File: src/rtl/led_disp_pkg.sv
// Shared types and constants for the seven-segment display arbiter.
// Imported by led_arb_pick and led_display_arbiter.
package led_disp_pkg;

    localparam int DISP_W  = 32;
    localparam int MAX_REQ = 8;
    localparam int PTR_W   = $clog2(MAX_REQ);

    typedef enum logic [1:0] {
        S_IDLE,
        S_SHOW,
        S_BLANK
    } disp_state_t;

endpackage

File: src/rtl/led_arb_pick.sv
// Combinational winner picker for the display arbiter.
// LED_DISPLAY_ARB_RR_EN selects round-robin, otherwise lowest index wins.
module led_arb_pick
    import led_disp_pkg::*;
#(
    parameter int NREQ = 4
) (
    input  logic [NREQ-1:0]  req,
    input  logic [PTR_W-1:0] ptr,
    output logic [NREQ-1:0]  win,
    output logic             valid
);

    logic [NREQ-1:0] above;

`ifdef LED_DISPLAY_ARB_RR_EN
    always_comb begin
        above = '0;
        for (int j = 0; j < NREQ; j++) begin
            above[j] = (j > int'(ptr));
        end
    end
`else
    logic ptr_unused;
    assign above      = '0;
    assign ptr_unused = ^ptr;
`endif

    // Indices above the pointer are searched first, then wrap to 0.
    always_comb begin
        win   = '0;
        valid = 1'b0;
        for (int j = 0; j < NREQ; j++) begin
            if (!valid && req[j] && above[j]) begin
                win[j] = 1'b1;
                valid  = 1'b1;
            end
        end
        for (int j = 0; j < NREQ; j++) begin
            if (!valid && req[j]) begin
                win[j] = 1'b1;
                valid  = 1'b1;
            end
        end
    end

endmodule

File: src/rtl/led_display_arbiter.sv
// Time-shares one 8-digit display between NREQ requesters.
// Define LED_DISPLAY_ARB_RR_EN for round-robin instead of fixed priority.
module led_display_arbiter
    import led_disp_pkg::*;
#(
    parameter int NREQ  = 4,
    parameter int DWELL = 1048576,
    parameter int BLANK = 1024
) (
    input  logic                   clk,
    input  logic                   rst_n,
    input  logic [NREQ-1:0]        req,
    input  logic [DISP_W*NREQ-1:0] req_data,
    output logic [NREQ-1:0]        grant,
    output logic [DISP_W-1:0]      disp_data,
    output logic                   disp_enable_n,
    output logic                   busy
);

    localparam int DW_W = $clog2(DWELL + 1);
    localparam int BW_W = $clog2(BLANK + 1);
    localparam logic [DW_W-1:0] DWELL_MAX  = DW_W'(DWELL);
    localparam logic [BW_W-1:0] BLANK_LAST = BW_W'(BLANK - 1);

    disp_state_t       state, state_nxt;
    logic [NREQ-1:0]   grant_nxt;
    logic [DISP_W-1:0] data_nxt;
    logic              enable_nxt;
    logic [DW_W-1:0]   dwell_cnt, dwell_nxt;
    logic [BW_W-1:0]   blank_cnt, blank_nxt;
    logic [PTR_W-1:0]  ptr;
    logic [NREQ-1:0]   pick_win;
    logic              pick_valid;
    logic [DISP_W-1:0] pick_data, own_data;
    logic              own_req, others, start;

    led_arb_pick #(.NREQ(NREQ)) u_pick (
        .req   (req),
        .ptr   (ptr),
        .win   (pick_win),
        .valid (pick_valid)
    );

    always_comb begin
        pick_data = '0;
        own_data  = '0;
        for (int j = 0; j < NREQ; j++) begin
            if (pick_win[j]) pick_data = req_data[j*DISP_W +: DISP_W];
            if (grant[j])    own_data  = req_data[j*DISP_W +: DISP_W];
        end
    end

    // grant is one-hot in SHOW, so it doubles as the owner mask.
    assign own_req = |(req & grant);
    assign others  = |(req & ~grant);
    assign busy    = (state != S_IDLE);

`ifdef LED_DISPLAY_ARB_RR_EN
    logic [PTR_W-1:0] pick_idx;

    always_comb begin
        pick_idx = '0;
        for (int j = 0; j < NREQ; j++) begin
            if (pick_win[j]) pick_idx = PTR_W'(j);
        end
    end

    always_ff @(posedge clk) begin
        if (!rst_n)     ptr <= PTR_W'(NREQ - 1);
        else if (start) ptr <= pick_idx;
    end
`else
    assign ptr = PTR_W'(NREQ - 1);
`endif

    always_comb begin
        state_nxt  = state;
        grant_nxt  = grant;
        data_nxt   = disp_data;
        enable_nxt = disp_enable_n;
        dwell_nxt  = dwell_cnt;
        blank_nxt  = blank_cnt;
        start      = 1'b0;
        unique case (state)
            S_IDLE: begin
                start = pick_valid;
            end
            S_SHOW: begin
                if (dwell_cnt == DWELL_MAX && (!own_req || others)) begin
                    state_nxt  = S_BLANK;
                    grant_nxt  = '0;
                    enable_nxt = 1'b1;
                    blank_nxt  = '0;
                end else begin
                    if (dwell_cnt != DWELL_MAX) dwell_nxt = dwell_cnt + DW_W'(1);
                    if (own_req) data_nxt = own_data;
                end
            end
            S_BLANK: begin
                if (blank_cnt == BLANK_LAST) begin
                    start = pick_valid;
                    if (!pick_valid) state_nxt = S_IDLE;
                end else begin
                    blank_nxt = blank_cnt + BW_W'(1);
                end
            end
            default: state_nxt = S_IDLE;
        endcase
        if (start) begin
            state_nxt  = S_SHOW;
            grant_nxt  = pick_win;
            data_nxt   = pick_data;
            enable_nxt = 1'b0;
            dwell_nxt  = '0;
        end
    end

    always_ff @(posedge clk) begin
        if (!rst_n) begin
            state         <= S_IDLE;
            grant         <= '0;
            disp_data     <= '0;
            disp_enable_n <= 1'b1;
            dwell_cnt     <= '0;
            blank_cnt     <= '0;
        end else begin
            state         <= state_nxt;
            grant         <= grant_nxt;
            disp_data     <= data_nxt;
            disp_enable_n <= enable_nxt;
            dwell_cnt     <= dwell_nxt;
            blank_cnt     <= blank_nxt;
        end
    end

endmodule

File: config.mk
export PLATFORM = sky130hd
export DESIGN_NAME = led_display_arbiter
export DESIGN_NICKNAME = d
export VERILOG_FILES = /design/src/rtl/led_disp_pkg.sv /design/src/rtl/led_arb_pick.sv /design/src/rtl/led_display_arbiter.sv
export SDC_FILE = /design/constraint.sdc
export NUM_CORES = 1
export LEC_CHECK = 0
export BUFFER_PORTS_ARGS = -buffer_cell sky130_fd_sc_hd__buf_2
export CAP_MARGIN = 20
export CORE_MARGIN = 8
export CORE_UTILIZATION = 45
export DETAILED_ROUTE_END_ITERATION = 8
export GPL_TIMING_DRIVEN = 0
export PLACE_DENSITY = 0.77
export SYNTH_ARGS = -nofsm -noshare
export SYNTH_HDL_FRONTEND = slang
export SYNTH_SLANG_ARGS = --single-unit
File: constraint.sdc
create_clock -name clk -period 1.9 [get_ports clk]
set_clock_uncertainty 0.1 [all_clocks]
set_input_delay 0 -clock clk [delete_from_list [all_inputs] [get_ports clk]]
set_output_delay 0 -clock clk [all_outputs]
set_load 0.005 [all_outputs]
After elaboration in Yosys (flattened, before gate mapping)
Index checks and enable logic that the tools add are counted.

Memories: 0. Register bits: 71. Bits in latches: 0. Memory bits (writable): 0. Memory bits (read-only): 0. Bits of input ports: 134. Word-level logic and storage cells: 88. Output and inout port bits: 38.

Bitwise gates (word level): 6. Reductions and logical operators: 24. $lt $le $gt $ge: 0. Div/mod/pow operators: 0. Add/subtract/negate cells: 2. Multipliers: 0. Multiplexer cells: 35. Shift-type cells: 0. Eq/ne operators: 14.

Operators with widths (number): $mux 32 (12); $mux 11 (2); $pmux 11 s2 (1); $add 21x1->21 const B (1); $eq 21x21->1 const B (1); $ne 21x21->1 const B (1); $mux 1 (12); $mux 4 (3); $ne 2x2->1 const B (6); $add 11x1->11 const B (1); $eq 11x10->1 const B (1); $reduce_bool 2->1 (5); $ne 3x3->1 const B (3); $reduce_and 3->1 (3); $and 4x4->4 (2); $reduce_and 4->1 (2); $reduce_or 4->1 (2); $mux 2 (3); $pmux 2 s3 (1); $logic_and 1x1->1 (4); $logic_not 1->1 (4); $not 4->4 (1); $not 1->1 (3); $eq 2x1->1 const B (1); 6 further kinds (6).

Logic depth before layout (Yosys ltp)
Gate-level depths: netlist (run 1).

Word-level depth: 14. Gate-level depth with buffers: 8. Mapped depth without buffers: 7.

Hierarchy
From an unflattened synthesis (run 1), not the netlist that was laid out.

Cell total of the unflattened synthesis: 562. Area total of the unflattened synthesis: 4743.3 um^2.

By module, submodules not included: led_display_arbiter (cells an instance 557, sequential area each 1421.4 um^2, instances 1, area each 4705.8 um^2); led_arb_pick (cells an instance 5, sequential area each 0.0 um^2, instances 1, area each 37.5 um^2).

Worst setup path before layout (run 1)
No wires, ideal clock.

Path kind: register -> register. Start point: register blank_cnt[0]. End point: register disp_data[15]. Data arrival time: 1.774 ns. Clock period less this slack: 1.995 ns. Buffers on the path: 1. Required time: 1.678 ns. Path slack: -0.095 ns. Stages on the path, launching flop included: 8. Setup time: 0.122 ns. Cell sequence: dfxtp_1 ha_1 nand3b_1 o31ai_1 a21bo_2 a31oi_4 buf_6 a221o_1.

Word-level cells in the longest chain between the ends: 5. Elaborated cells on any way between the ends: 8. Those cells by class: 2 x eq/ne; 3 x mux; 3 x reduce/logical.

Ends and longest elaborated chain: start, declared (RTL line led_display_arbiter.sv:30) `logic [BW_W-1:0] blank_cnt, blank_nxt;`; start signal, assigned (RTL line led_display_arbiter.sv:132) `blank_cnt <= blank_nxt;`; $eq 11x10->1 * (RTL line led_display_arbiter.sv:100) `if (blank_cnt == BLANK_LAST) begin`; $mux 1 * (RTL line led_display_arbiter.sv:100); $pmux 1 s2 * (RTL line led_display_arbiter.sv:84) `unique case (state)`; $ne 2x2->1 (no line) / $reduce_bool 2->1 (equally long branches); $reduce_and 3->1 (no line); end signal, assigned (RTL line led_display_arbiter.sv:129) `disp_data <= data_nxt;`; end, declared (RTL line led_display_arbiter.sv:15) `output logic [DISP_W-1:0] disp_data,`.

Mark *: on every way between the ends. The rest lies on a longest branch, timed or not. A chain may end at the register's enable or synchronous reset.

Worst setup path after layout (run 1)
Start point: register grant[0]. End point: register grant[1].

Word-level cells in the longest chain between the ends: 7. Elaborated cells on any way between the ends: 10. Those cells by class: 3 x bitwise; 7 x reduce/logical.

Ends and longest elaborated chain: start, declared (RTL line led_display_arbiter.sv:14) `output logic [NREQ-1:0] grant,`; start signal, assigned (RTL line led_display_arbiter.sv:128) `grant <= grant_nxt;`; $and 4x4->4 / $not 4->4 (equally long branches) (RTL line led_display_arbiter.sv:54, led_display_arbiter.sv:55); $reduce_or 4->1 / $and 4x4->4 (equally long branches) (RTL line led_display_arbiter.sv:54, led_display_arbiter.sv:55); $logic_not 1->1 / $reduce_or 4->1 (equally long branches) (RTL line led_display_arbiter.sv:89, led_display_arbiter.sv:55); $logic_or 1x1->1 * (RTL line led_display_arbiter.sv:89) `if (dwell_cnt == DWELL_MAX && (!own_req || others)) begin`; $logic_and 1x1->1 * (RTL line led_display_arbiter.sv:89); $reduce_bool 2->1 (no line) *; $reduce_and 2->1 (no line) *.

Marks and branches as above.

==> flow_summary.toml, run 1 <==
[grt]
first_global_vias = 6345
grt_max_degree = 13
met3_usage_pct = 6.36
grt-ovfl-total = 0
grt-busiest-layer = "met2"
gr-usage-met2_pct = 47.3
grt.met1_usage_pct = 32.7
grt_usage_pct = 28.3
wire_length_of_the_first_global_routing_pass_um = 30800
antenna_found_initial = 1

[synthesis]
avg_cell_area_syn_um2 = 7.96
yosysTopAreaCellShare_pct = 30.8
netlist_instances = 579
synth_ff_type = "sky130_fd_sc_hd__dfxtp_1"
largest_family_of_logic_cells_by_synthesized_area = "compound AO/OA/AOI/OAI gates"
synth_top_cell_by_area = "sky130_fd_sc_hd__dfxtp_1"
syn_area_mm2 = 0.00461
post_synth_main_area_contributors = "sky130_fd_sc_hd__dfxtp_1, sky130_fd_sc_hd__a22oi_1, sky130_fd_sc_hd__a221o_1, sky130_fd_sc_hd__nor2b_1, sky130_fd_sc_hd__o22ai_1"
muxShareOfSynthArea_pct = 0.434
synthArstFlopShare_pct = 0
synth-seq-cells = 71
synth_fa_ha_area_share_pct = 0.814
synth_edf_count = 0
yosysUniqueCellTypes = 49
synthSimpleGateAreaFrac_pct = 18.0
synth_xor_xnor_area_share_pct = 3.61
sequential_element_share_of_the_synthesized_area_pct = 30.8
postSynthNetCount = 716
synth_area_in_compound_gates_pct = 39.7
synth_warnings = 0

[clocking]
insertion_delay_ns = 0.36
clock_input_transition_at_the_sequential_cells_of_the_worst_setup_and_hold_paths_ns = 0.08
cts_buffer_depth = 2
clkSinkCount = 71
cts_made_buffers = 9
cts_tree = "done"
cts.root.buffer_cell = "sky130_fd_sc_hd__clkbuf_8"
htree_num_levels = 3

[setup_path]
crit_path_start_kind = "register"
cp_max_stage_delay_ns = 0.38
worstPathRequired_ns = 2.04
worst_path_arrival_ns = 2.28
path_cells = "a222oi_1 > buf_4 > a21oi_4 > a211o_4 > buf_12 > o21ai_4 > buf_6 > o32ai_2"
cp_max_fo = 6
criticalPathCategory = "register to register"
critical-path-slowest-cell = "sky130_fd_sc_hd__a211o_4"
critical_path_buf_inv_count = 3
critPathCaptureType = "register"
critPathTopFamily = "compound AO/OA/AOI/OAI gates"
worst-r2r-setup-slack_ns = -0.24

[drt]
wl_per_cell_um = 21.5
aggregate_routed_wire_length_um = 20800
drt_drc_violations_left = 0
first_iter_violations = 957
dr_total_vias = 6364
avgViaCountPerCell = 6.56
route.antenna.remaining_nets = 0
drtPass1Iterations = 6

[place]
port_buffers = 170
placedInstanceArea_mm2 = 0.00566
place_hpwl_um = 13800
routabilityCongestion = 0.949

[floorplanning]
starting_density_pct = 45.5
dieHeight_um = 117
fp-row-count = 37
io_pins = 172
die_w_um = 117
design.die.area_mm2 = 0.0137
core_area_mm2 = 0.0101

[final_layout]
layout.core_utilization_pct = 68.6
final_layout_size_suffix_gt1_share_pct = 35.9
post-route-cell-area_mm2 = 0.00695
finish.net_count = 966
syn2layout_area_growth_pct = 50.9
layout_commonest_cell = "sky130_fd_sc_hd__buf_2"
layout.cells.most_common_list = "sky130_fd_sc_hd__buf_2, sky130_fd_sc_hd__a22oi_1, sky130_fd_sc_hd__dfxtp_1, sky130_fd_sc_hd__dlygate4sd3_1, sky130_fd_sc_hd__o21ai_0"

[sta]
min_period_over_period_pct = 113
report.final.hold_viol_count = 0
max_slew.worst_pin.slew_ns = 0.611
max_freq_mhz = 466
postLayoutSetupSlackWorst_ns = -0.244
grt_setup_unrepaired = "true"
layout_min_cycle_time_ns = 2.14
slew_viol_final = 0
worst_slew_margin_rel_pct = 59.3
setup_viol_count_final = 48

[power_and_ir_drop]
design_power_total_uw = 3980
power_per_standard_cell_area_mw_per_mm2 = 572
p_comb_share_pct = 26.0
p_switching_uw = 1200
worst_vdd_ir_uv = 423
p_int_uw = 2780
share_seq_of_total_power_pct = 40.3
p_sw_share_pct = 30.2
power.static_leakage_uw = 0.00274
share_clk_of_total_power_pct = 33.7

[status]
run_status = "complete, but fails checks"
failing_checks = "negative setup slack"

[min_path]
hold_class = "input port to register"

[flow_run]
max_cap_viol_count = 0
==> repair_timing <==
item                                   in CTS  in global routing
cloned                                      2                  2
setup endpoints to repair                  68                 70
setup buffers                              18                  8
endpoints found under the hold margin      23                  0
hold buffers                               42                  0
gates resized for setup                    56                 55
pin swaps                                  28                 33
==> registers in the layout (all words and copies together), names as in the netlist <==
name,flops
disp_data,32
dwell_cnt,21
blank_cnt,11
grant,4
state,2
disp_enable_n,1
==> metrics by stage <==
| step | setup TNS [ns] | worst slack [ns] | cells | hold WS (ns) |
|---|---|---|---|---|
| floorplan | -0.0136 | -0.000474 | 579 | 0.0542 |
| global placement | -13.26 | -0.278 | 885 | 0.230 |
| detailed placement | -16.68 | -0.332 | 885 | 0.264 |
| CTS | -4.43 | -0.116 | 960 | 0.000439 |
| global route | -12.23 | -0.319 | 970 | 0.0116 |
| finish | -9.38 | -0.244 | 970 | 0.00347 |
==> cells in the mapped netlist, drive strengths merged (4+ instances only) <==
cell / number
or3: 7
nand2: 32
a22oi: 94
a21oi: 41
clkbuf: 42
xor2: 8
nor3: 4
o31ai: 4
nand4: 8
nor4: 8
o21ai: 41
dfxtp: 71
a221o: 31
inv: 13
nor2b: 37
xnor2: 11
nor2: 31
nand3: 12
o22ai: 36
buf: 11
==> logic make-up after synthesis <==
logic type,Yosys count
buffers and inverters,66
multiplexers,2
adder cells (fa/ha/maj),3
flip-flops,71
XOR/XNOR,19
AND/OR/NAND/NOR,156
AO/OA/AOI/OAI,262
==> metal layers <==
metal	share of wire [%]	up-vias	wire length, um
met4	4.4	0	918
li1	-	2755	-
met3	11	125	2260
met2	48	497	9930
met1	37	2987	7720
met5	0	-	0
==> cell type report <==
cell class	count	area, um2
clock buffer	9	124
buffer	51	284
tap	136	170
multi-input combinational	442	3210
clock inverter	6	86.3
timing repair buffer	241	1570
sequential	71	1460
antenna	1	2.50
fill	751	3180
inverter	13	48.8
==> worst paths after layout <==
kind | startpoint | to | depth (start not counted)
worst min register to register | blank_cnt[9]$_SDFFE_PN0P_ | blank_cnt[9]$_SDFFE_PN0P_ | 2
worst max register to register | grant[0]$_SDFFE_PN0P_ | grant[1]$_SDFFE_PN0P_ | 8
worst max-delay path | grant[0]$_SDFFE_PN0P_ | grant[1]$_SDFFE_PN0P_ | 8
worst min-delay path | req_data[10] | disp_data[10]$_SDFFE_PN0P_ | 4
==> power by group through the flow <==
stage / combinational, uW / sequential, uW / clock, uW
floorplan: 434 / 1630 / 0
global placement: 806 / 1630 / 0
detailed placement: 824 / 1640 / 0
CTS: 956 / 1600 / 1340
global route: 1100 / 1600 / 1420
finish: 1030 / 1600 / 1340
==> worst reg2reg max path: stages, from the launching register on <==
cell and delay (ns):
sky130_fd_sc_hd__dfxtp_4 0.36, sky130_fd_sc_hd__a222oi_1 0.33, sky130_fd_sc_hd__buf_4 0.19, sky130_fd_sc_hd__a21oi_4 0.06, sky130_fd_sc_hd__a211o_4 0.38, sky130_fd_sc_hd__buf_12 0.14
sky130_fd_sc_hd__o21ai_4 0.19, sky130_fd_sc_hd__buf_6 0.19, sky130_fd_sc_hd__o32ai_2 0.08
(Power assumes the default switching activity.)
==> run 2: changes to the inputs <==
--- a/config.mk
+++ b/config.mk
@@ -11,6 +11,7 @@
 export CORE_UTILIZATION = 45
 export DETAILED_ROUTE_END_ITERATION = 8
 export GPL_TIMING_DRIVEN = 0
+export MAX_ROUTING_LAYER = met4
 export PLACE_DENSITY = 0.77
 export SYNTH_ARGS = -nofsm -noshare
 export SYNTH_HDL_FRONTEND = slang
==> flow_summary.toml, run 2 (synthesis results as in run 1) <==
[status]
run_status = "complete, but fails checks"
failing_checks = "negative hold slack, negative setup slack"

[power_and_ir_drop]
worst_vdd_ir_uv = 369
power.static_leakage_uw = 0.00275
power_per_standard_cell_area_mw_per_mm2 = 533
design_power_total_uw = 3700

[setup_path]
crit-reg2reg-launch = "dwell_cnt[17]$_SDFFE_PP0P_"
r2r_end = "disp_data[29]$_SDFFE_PN0P_"
rr_worst_depth = 7
criticalPathCategory = "register to register"
worst_path_arrival_ns = 2.35
critical_path_buf_inv_count = 2
critical-path-slowest-cell = "sky130_fd_sc_hd__nor4b_2"
critPathCaptureType = "register"
worst-r2r-setup-slack_ns = -0.24
cp_max_fo = 6
cp_max_stage_delay_ns = 0.51
critPathTopFamily = "simple AND/OR/NAND/NOR gates"
worstPathRequired_ns = 2.11
crit_path_start_kind = "register"
worst_setup_path_startpoint = "dwell_cnt[17]$_SDFFE_PP0P_"
path_cells = "nor4b_2 > nand2_2 > a211o_4 > a31oi_4 > buf_4 > buf_6 > a221o_1"
critical_path.endpoint = "disp_data[29]$_SDFFE_PN0P_"
worst-path-stages = 7

[min_path]
hold_class = "input port to register"

[sta]
slew_viol_final = 0
min_period_over_period_pct = 113
report.final.hold_viol_count = 1
worst_slew_margin_rel_pct = 59.1
layout_min_cycle_time_ns = 2.14
max_freq_mhz = 467
grt_setup_unrepaired = "true"
setup_viol_count_final = 54
max_slew.worst_pin.slew_ns = 0.614
fin_hold_ws_ns = -0.00368
postLayoutSetupSlackWorst_ns = -0.240

[final_layout]
filler_cell_count = 785
final_layout_size_suffix_gt1_share_pct = 36.0
layout.core_utilization_pct = 68.4
top_regs = "disp_data x32, dwell_cnt x21, blank_cnt x11"
layout_commonest_cell = "sky130_fd_sc_hd__buf_2"
registers.top_by_ff_count = "disp_data"
syn2layout_area_growth_pct = 50.5
post-route-cell-area_mm2 = 0.00694
layout.cells.most_common_list = "sky130_fd_sc_hd__buf_2, sky130_fd_sc_hd__a22oi_1, sky130_fd_sc_hd__dfxtp_1, sky130_fd_sc_hd__dlygate4sd3_1, sky130_fd_sc_hd__clkbuf_1"
max_reg_flops = 32
finish.net_count = 972

[clocking]
insertion_delay_ns = 0.36
cts_buffer_depth = 2
cts_tree = "done"
clock_input_transition_at_the_sequential_cells_of_the_worst_setup_and_hold_paths_ns = 0.08
cts_made_buffers = 9
cts.root.buffer_cell = "sky130_fd_sc_hd__clkbuf_8"
htree_num_levels = 3
clkSinkCount = 71

[floorplanning]
design.die.area_mm2 = 0.0137
io_pins = 172
fp-row-count = 37
starting_density_pct = 45.5
core_area_mm2 = 0.0101
die_w_um = 117
dieHeight_um = 117

[drt]
dr_total_vias = 6222
first_iter_violations = 1052
wl_per_cell_um = 20.8
avgViaCountPerCell = 6.38
drt_drc_violations_left = 0
route.antenna.remaining_nets = 0
drtPass1Iterations = 9
aggregate_routed_wire_length_um = 20300

[place]
placedInstanceArea_mm2 = 0.00566
port_buffers = 170
routabilityCongestion = 0.958
place_hpwl_um = 13500
placement.setup.worst_slack_ns = -0.323

[grt]
first_global_vias = 6199
grt_max_degree = 11
gr-usage-met2_pct = 45.9
grt.met1_usage_pct = 31.8
wire_length_of_the_first_global_routing_pass_um = 30000
grt-busiest-layer = "met2"
grt-ovfl-total = 0
met3_usage_pct = 5.18
grt_usage_pct = 28.2
antenna_found_initial = 1

[flow_run]
max_cap_viol_count = 0
[run 2: per-layer routing]
layer / vias up / wire, um
met4: 0 / 618
met1: 2904 / 7670
met2: 480 / 9800
met5: - / 0
li1: 2762 / -
met3: 76 / 2210
[run 2: timing repair]
action / CTS / global route
gates resized for setup: 53 / 56
hold buffers: 43 / 0
hold endpoints to repair: 27 / 0
endpoints found under the setup margin: 68 / 62
cloned: 3 / 1
setup buffers: 24 / 8
pin swaps: 18 / 29
[run 2: final cells by class]
| class | count | area (um2) | area share [%] |
|---|---|---|---|
| Multi-Input combinational cell | 442 | 3220 | 46.4 |
| Clock inverter | 1 | 5.00 | 0.0721 |
| Antenna cell | 1 | 2.50 | 0.0361 |
| Sequential cell | 71 | 1460 | 21.1 |
| Timing Repair Buffer | 247 | 1590 | 22.9 |
| Buffer | 51 | 279 | 4.02 |
| Tap cell | 136 | 170 | 2.45 |
| Inverter | 13 | 51.3 | 0.739 |
| Clock buffer | 13 | 159 | 2.29 |
[run 2: worst min-delay path by stage]
stage / slack, ns / cells past startpoint / end / startpoint
after CTS: 0.0006 / 4 / disp_data[29]$_SDFFE_PN0P_ / req_data[29]
after global placement: 0.23 / 3 / grant[2]$_SDFFE_PN0P_ / req[2]
after global routing: 0.03 / 4 / disp_data[13]$_SDFFE_PN0P_ / req_data[13]
final: -0.004 / 4 / disp_data[17]$_SDFFE_PN0P_ / req_data[17]
after detailed placement: 0.26 / 3 / grant[2]$_SDFFE_PN0P_ / req[2]
after floorplan: 0.05 / 2 / grant[2]$_SDFFE_PN0P_ / req[2]
[run 2: power breakdown]
part           internal, uW  leakage, uW  switching [uW]  total [uW]
Combinational           482      0.00207             513         995
Sequential             1550     0.000590            50.4        1600
Clock                   531    0.0000854             575        1110
Total                  2560      0.00275            1140        3700
[run 2: worst register-to-register path: cells and delay by family, from the launching register on]
kind            cells  cell delay [ns]
buf+inv             2             0.29
compound gates      3             0.66
simple gates        2             0.66
flops               1             0.37
[run 2: per-stage QoR]
stage               std cells  TNS [ns]
finish                    975     -8.66
CTS                       967     -5.77
global placement          885    -13.13
floorplan                 579   -0.0136
detailed placement        885    -16.12
global route              975    -12.64
==> run 3: changes to the inputs <==
--- a/config.mk
+++ b/config.mk
@@ -7,12 +7,13 @@
 export LEC_CHECK = 0
 export BUFFER_PORTS_ARGS = -buffer_cell sky130_fd_sc_hd__buf_2
 export CAP_MARGIN = 20
+export CORE_ASPECT_RATIO = 0.8
 export CORE_MARGIN = 8
-export CORE_UTILIZATION = 45
+export CORE_UTILIZATION = 50
 export DETAILED_ROUTE_END_ITERATION = 8
 export GPL_TIMING_DRIVEN = 0
 export MAX_ROUTING_LAYER = met4
-export PLACE_DENSITY = 0.77
+export PLACE_DENSITY = 0.81
 export SYNTH_ARGS = -nofsm -noshare
 export SYNTH_HDL_FRONTEND = slang
 export SYNTH_SLANG_ARGS = --single-unit
==> constraint.sdc (replaced) <==
create_clock -name clk -period 2.14 [get_ports clk]
set_clock_uncertainty 0.1 [all_clocks]
set_input_delay 0 -clock clk [delete_from_list [all_inputs] [get_ports clk]]
set_output_delay 0 -clock clk [all_outputs]
set_load 0.005 [all_outputs]
==> flow_summary.toml, run 3 (synthesis results as in run 1) <==
[grt]
grt.met1_usage_pct = 36.6
wire_length_of_the_first_global_routing_pass_um = 29000
grt-busiest-layer = "met2"
met3_usage_pct = 6.29
grt_max_degree = 15
gr-usage-met2_pct = 44.6
grt-ovfl-total = 0
antenna_found_initial = 0
first_global_vias = 5933
grt_usage_pct = 29.2

[final_layout]
layout_commonest_cell = "sky130_fd_sc_hd__buf_2"
registers.top_by_ff_count = "disp_data"
diodes = 0
syn2layout_area_growth_pct = 40.2
post-route-cell-area_mm2 = 0.00646
final_layout_size_suffix_gt1_share_pct = 30.5
layout.cells.most_common_list = "sky130_fd_sc_hd__buf_2, sky130_fd_sc_hd__a22oi_1, sky130_fd_sc_hd__dfxtp_1, sky130_fd_sc_hd__o21ai_0, sky130_fd_sc_hd__a21oi_1"
layout.core_utilization_pct = 71.8
top_regs = "disp_data x32, dwell_cnt x21, blank_cnt x11"
layout.cells.non_filler = 917
finish.net_count = 934
max_reg_flops = 32

[place]
placedCellCount = 864
place_hpwl_um = 13300
routabilityCongestion = 0.927
port_buffers = 170
placedInstanceArea_mm2 = 0.00560

[sta]
worst_slew_margin_rel_pct = 41.0
report.final.hold_viol_count = 0
fin_hold_ws_ns = 0.00202
max_slew.worst_pin.slew_ns = 0.882
setup_viol_count_final = 31
postLayoutSetupSlackWorst_ns = -0.0666
max_freq_mhz = 453
layout_min_cycle_time_ns = 2.21
slew_viol_final = 0
grt_setup_unrepaired = "true"
min_period_over_period_pct = 103

[drt]
dr_total_vias = 6116
aggregate_routed_wire_length_um = 19000
route.antenna.remaining_nets = 0
drtPass1Iterations = 5
first_iter_violations = 716
drt_drc_violations_left = 0
wl_per_cell_um = 20.7
avgViaCountPerCell = 6.67

[clocking]
insertion_delay_ns = 0.34
clock_input_transition_at_the_sequential_cells_of_the_worst_setup_and_hold_paths_ns = 0.06
cts_made_buffers = 9
cts.root.buffer_cell = "sky130_fd_sc_hd__clkbuf_16"
htree_num_levels = 3
cts_buffer_depth = 2
cts_tree = "done"
clkSinkCount = 71

[floorplanning]
design.die.area_mm2 = 0.0126
dieHeight_um = 102
starting_density_pct = 51.2
fp-row-count = 31
die_w_um = 123
io_pins = 172
core_area_mm2 = 0.00900

[min_path]
min_delay_path_depth = 4
hold_class = "input port to register"
worst_hold_path_endpoint = "disp_data[12]$_SDFFE_PN0P_"
min-delay-start = "req_data[76]"

[power_and_ir_drop]
design_power_total_uw = 3820
power.static_leakage_uw = 0.00256
power_per_standard_cell_area_mw_per_mm2 = 591
worst_vdd_ir_uv = 521

[setup_path]
worst-r2r-setup-slack_ns = -0.07
worst_path_arrival_ns = 2.39
worstPathRequired_ns = 2.32
critPathCaptureType = "register"
crit_path_start_kind = "register"
rr_worst_depth = 7
r2r_end = "disp_data[11]$_SDFFE_PN0P_"
crit-reg2reg-launch = "dwell_cnt[6]$_SDFFE_PP0P_"
criticalPathCategory = "register to register"
cp_max_fo = 10

[flow_run]
max_cap_viol_count = 0

[status]
run_status = "complete, but fails checks"
failing_checks = "negative setup slack"
## run 3: where the power goes
group,internal (uW),total (uW),switching [uW]
registers,1380,1430,47.5
clock network,917,1560,645
logic,394,831,437
## run 3: stage by stage
step	setup slack, ns	setup TNS, ns
final	-0.0666	-1.38
after global routing	-0.118	-3.35
after CTS	0.00428	0
after detailed placement	-0.200	-9.41
after global placement	-0.147	-5.68
after floorplan	0.145	0
## run 3: worst max path at each step
stage / startpoint / end / slack [ns] / cells after the start
6_report: dwell_cnt[6]$_SDFFE_PP0P_ / disp_data[11]$_SDFFE_PN0P_ / -0.07 / 7
5_1_grt: grant[0]$_SDFFE_PN0P_ / disp_data[11]$_SDFFE_PN0P_ / -0.12 / 7
4_1_cts: grant[0]$_SDFFE_PN0P_ / disp_data[3]$_SDFFE_PN0P_ / 0.004 / 6
3_5_place_dp: dwell_cnt[0]$_SDFFE_PP0P_ / disp_data[3]$_SDFFE_PN0P_ / -0.20 / 8
3_3_place_gp: dwell_cnt[0]$_SDFFE_PP0P_ / dwell_cnt[17]$_SDFFE_PP0P_ / -0.15 / 8
2_1_floorplan: blank_cnt[0]$_SDFFE_PN0P_ / disp_data[15]$_SDFFE_PN0P_ / 0.14 / 7
## run 3: worst max-delay path, stage by stage, from the launching register on
cell	delay, ns
sky130_fd_sc_hd__dfxtp_1	0.37
sky130_fd_sc_hd__nor4_2	0.43
sky130_fd_sc_hd__nand3_2	0.21
sky130_fd_sc_hd__a211o_4	0.39
sky130_fd_sc_hd__a31oi_4	0.21
sky130_fd_sc_hd__buf_12	0.15
sky130_fd_sc_hd__buf_8	0.13
sky130_fd_sc_hd__a221o_1	0.16
## run 3: final cells by class
type / count / area (um2)
buffer: 52 / 273
multi-input combinational: 442 / 3030
clock inverter: 7 / 80.1
inverter: 13 / 48.8
timing repair buffer: 208 / 1220
fill: 714 / 2540
clock buffer: 9 / 225
sequential: 71 / 1440
tap: 115 / 144
## run 3: what timing repair did
| action | 4_1_cts | 5_1_grt |
|---|---|---|
| hold endpoints to repair | 20 | 0 |
| gates resized for setup | 19 | 40 |
| pin swaps | 5 | 18 |
| endpoints found under the setup margin | 66 | 65 |
| setup buffers | 2 | 7 |
| hold buffers | 27 | 0 |
| cloned | 0 | 2 |
## run 3: metal layers
layer  vias up  share of wire, %
met2       509                45
met1      2849                39
met5         -                 0
met3        72                13
met4         0               3.6
li1       2686                 -
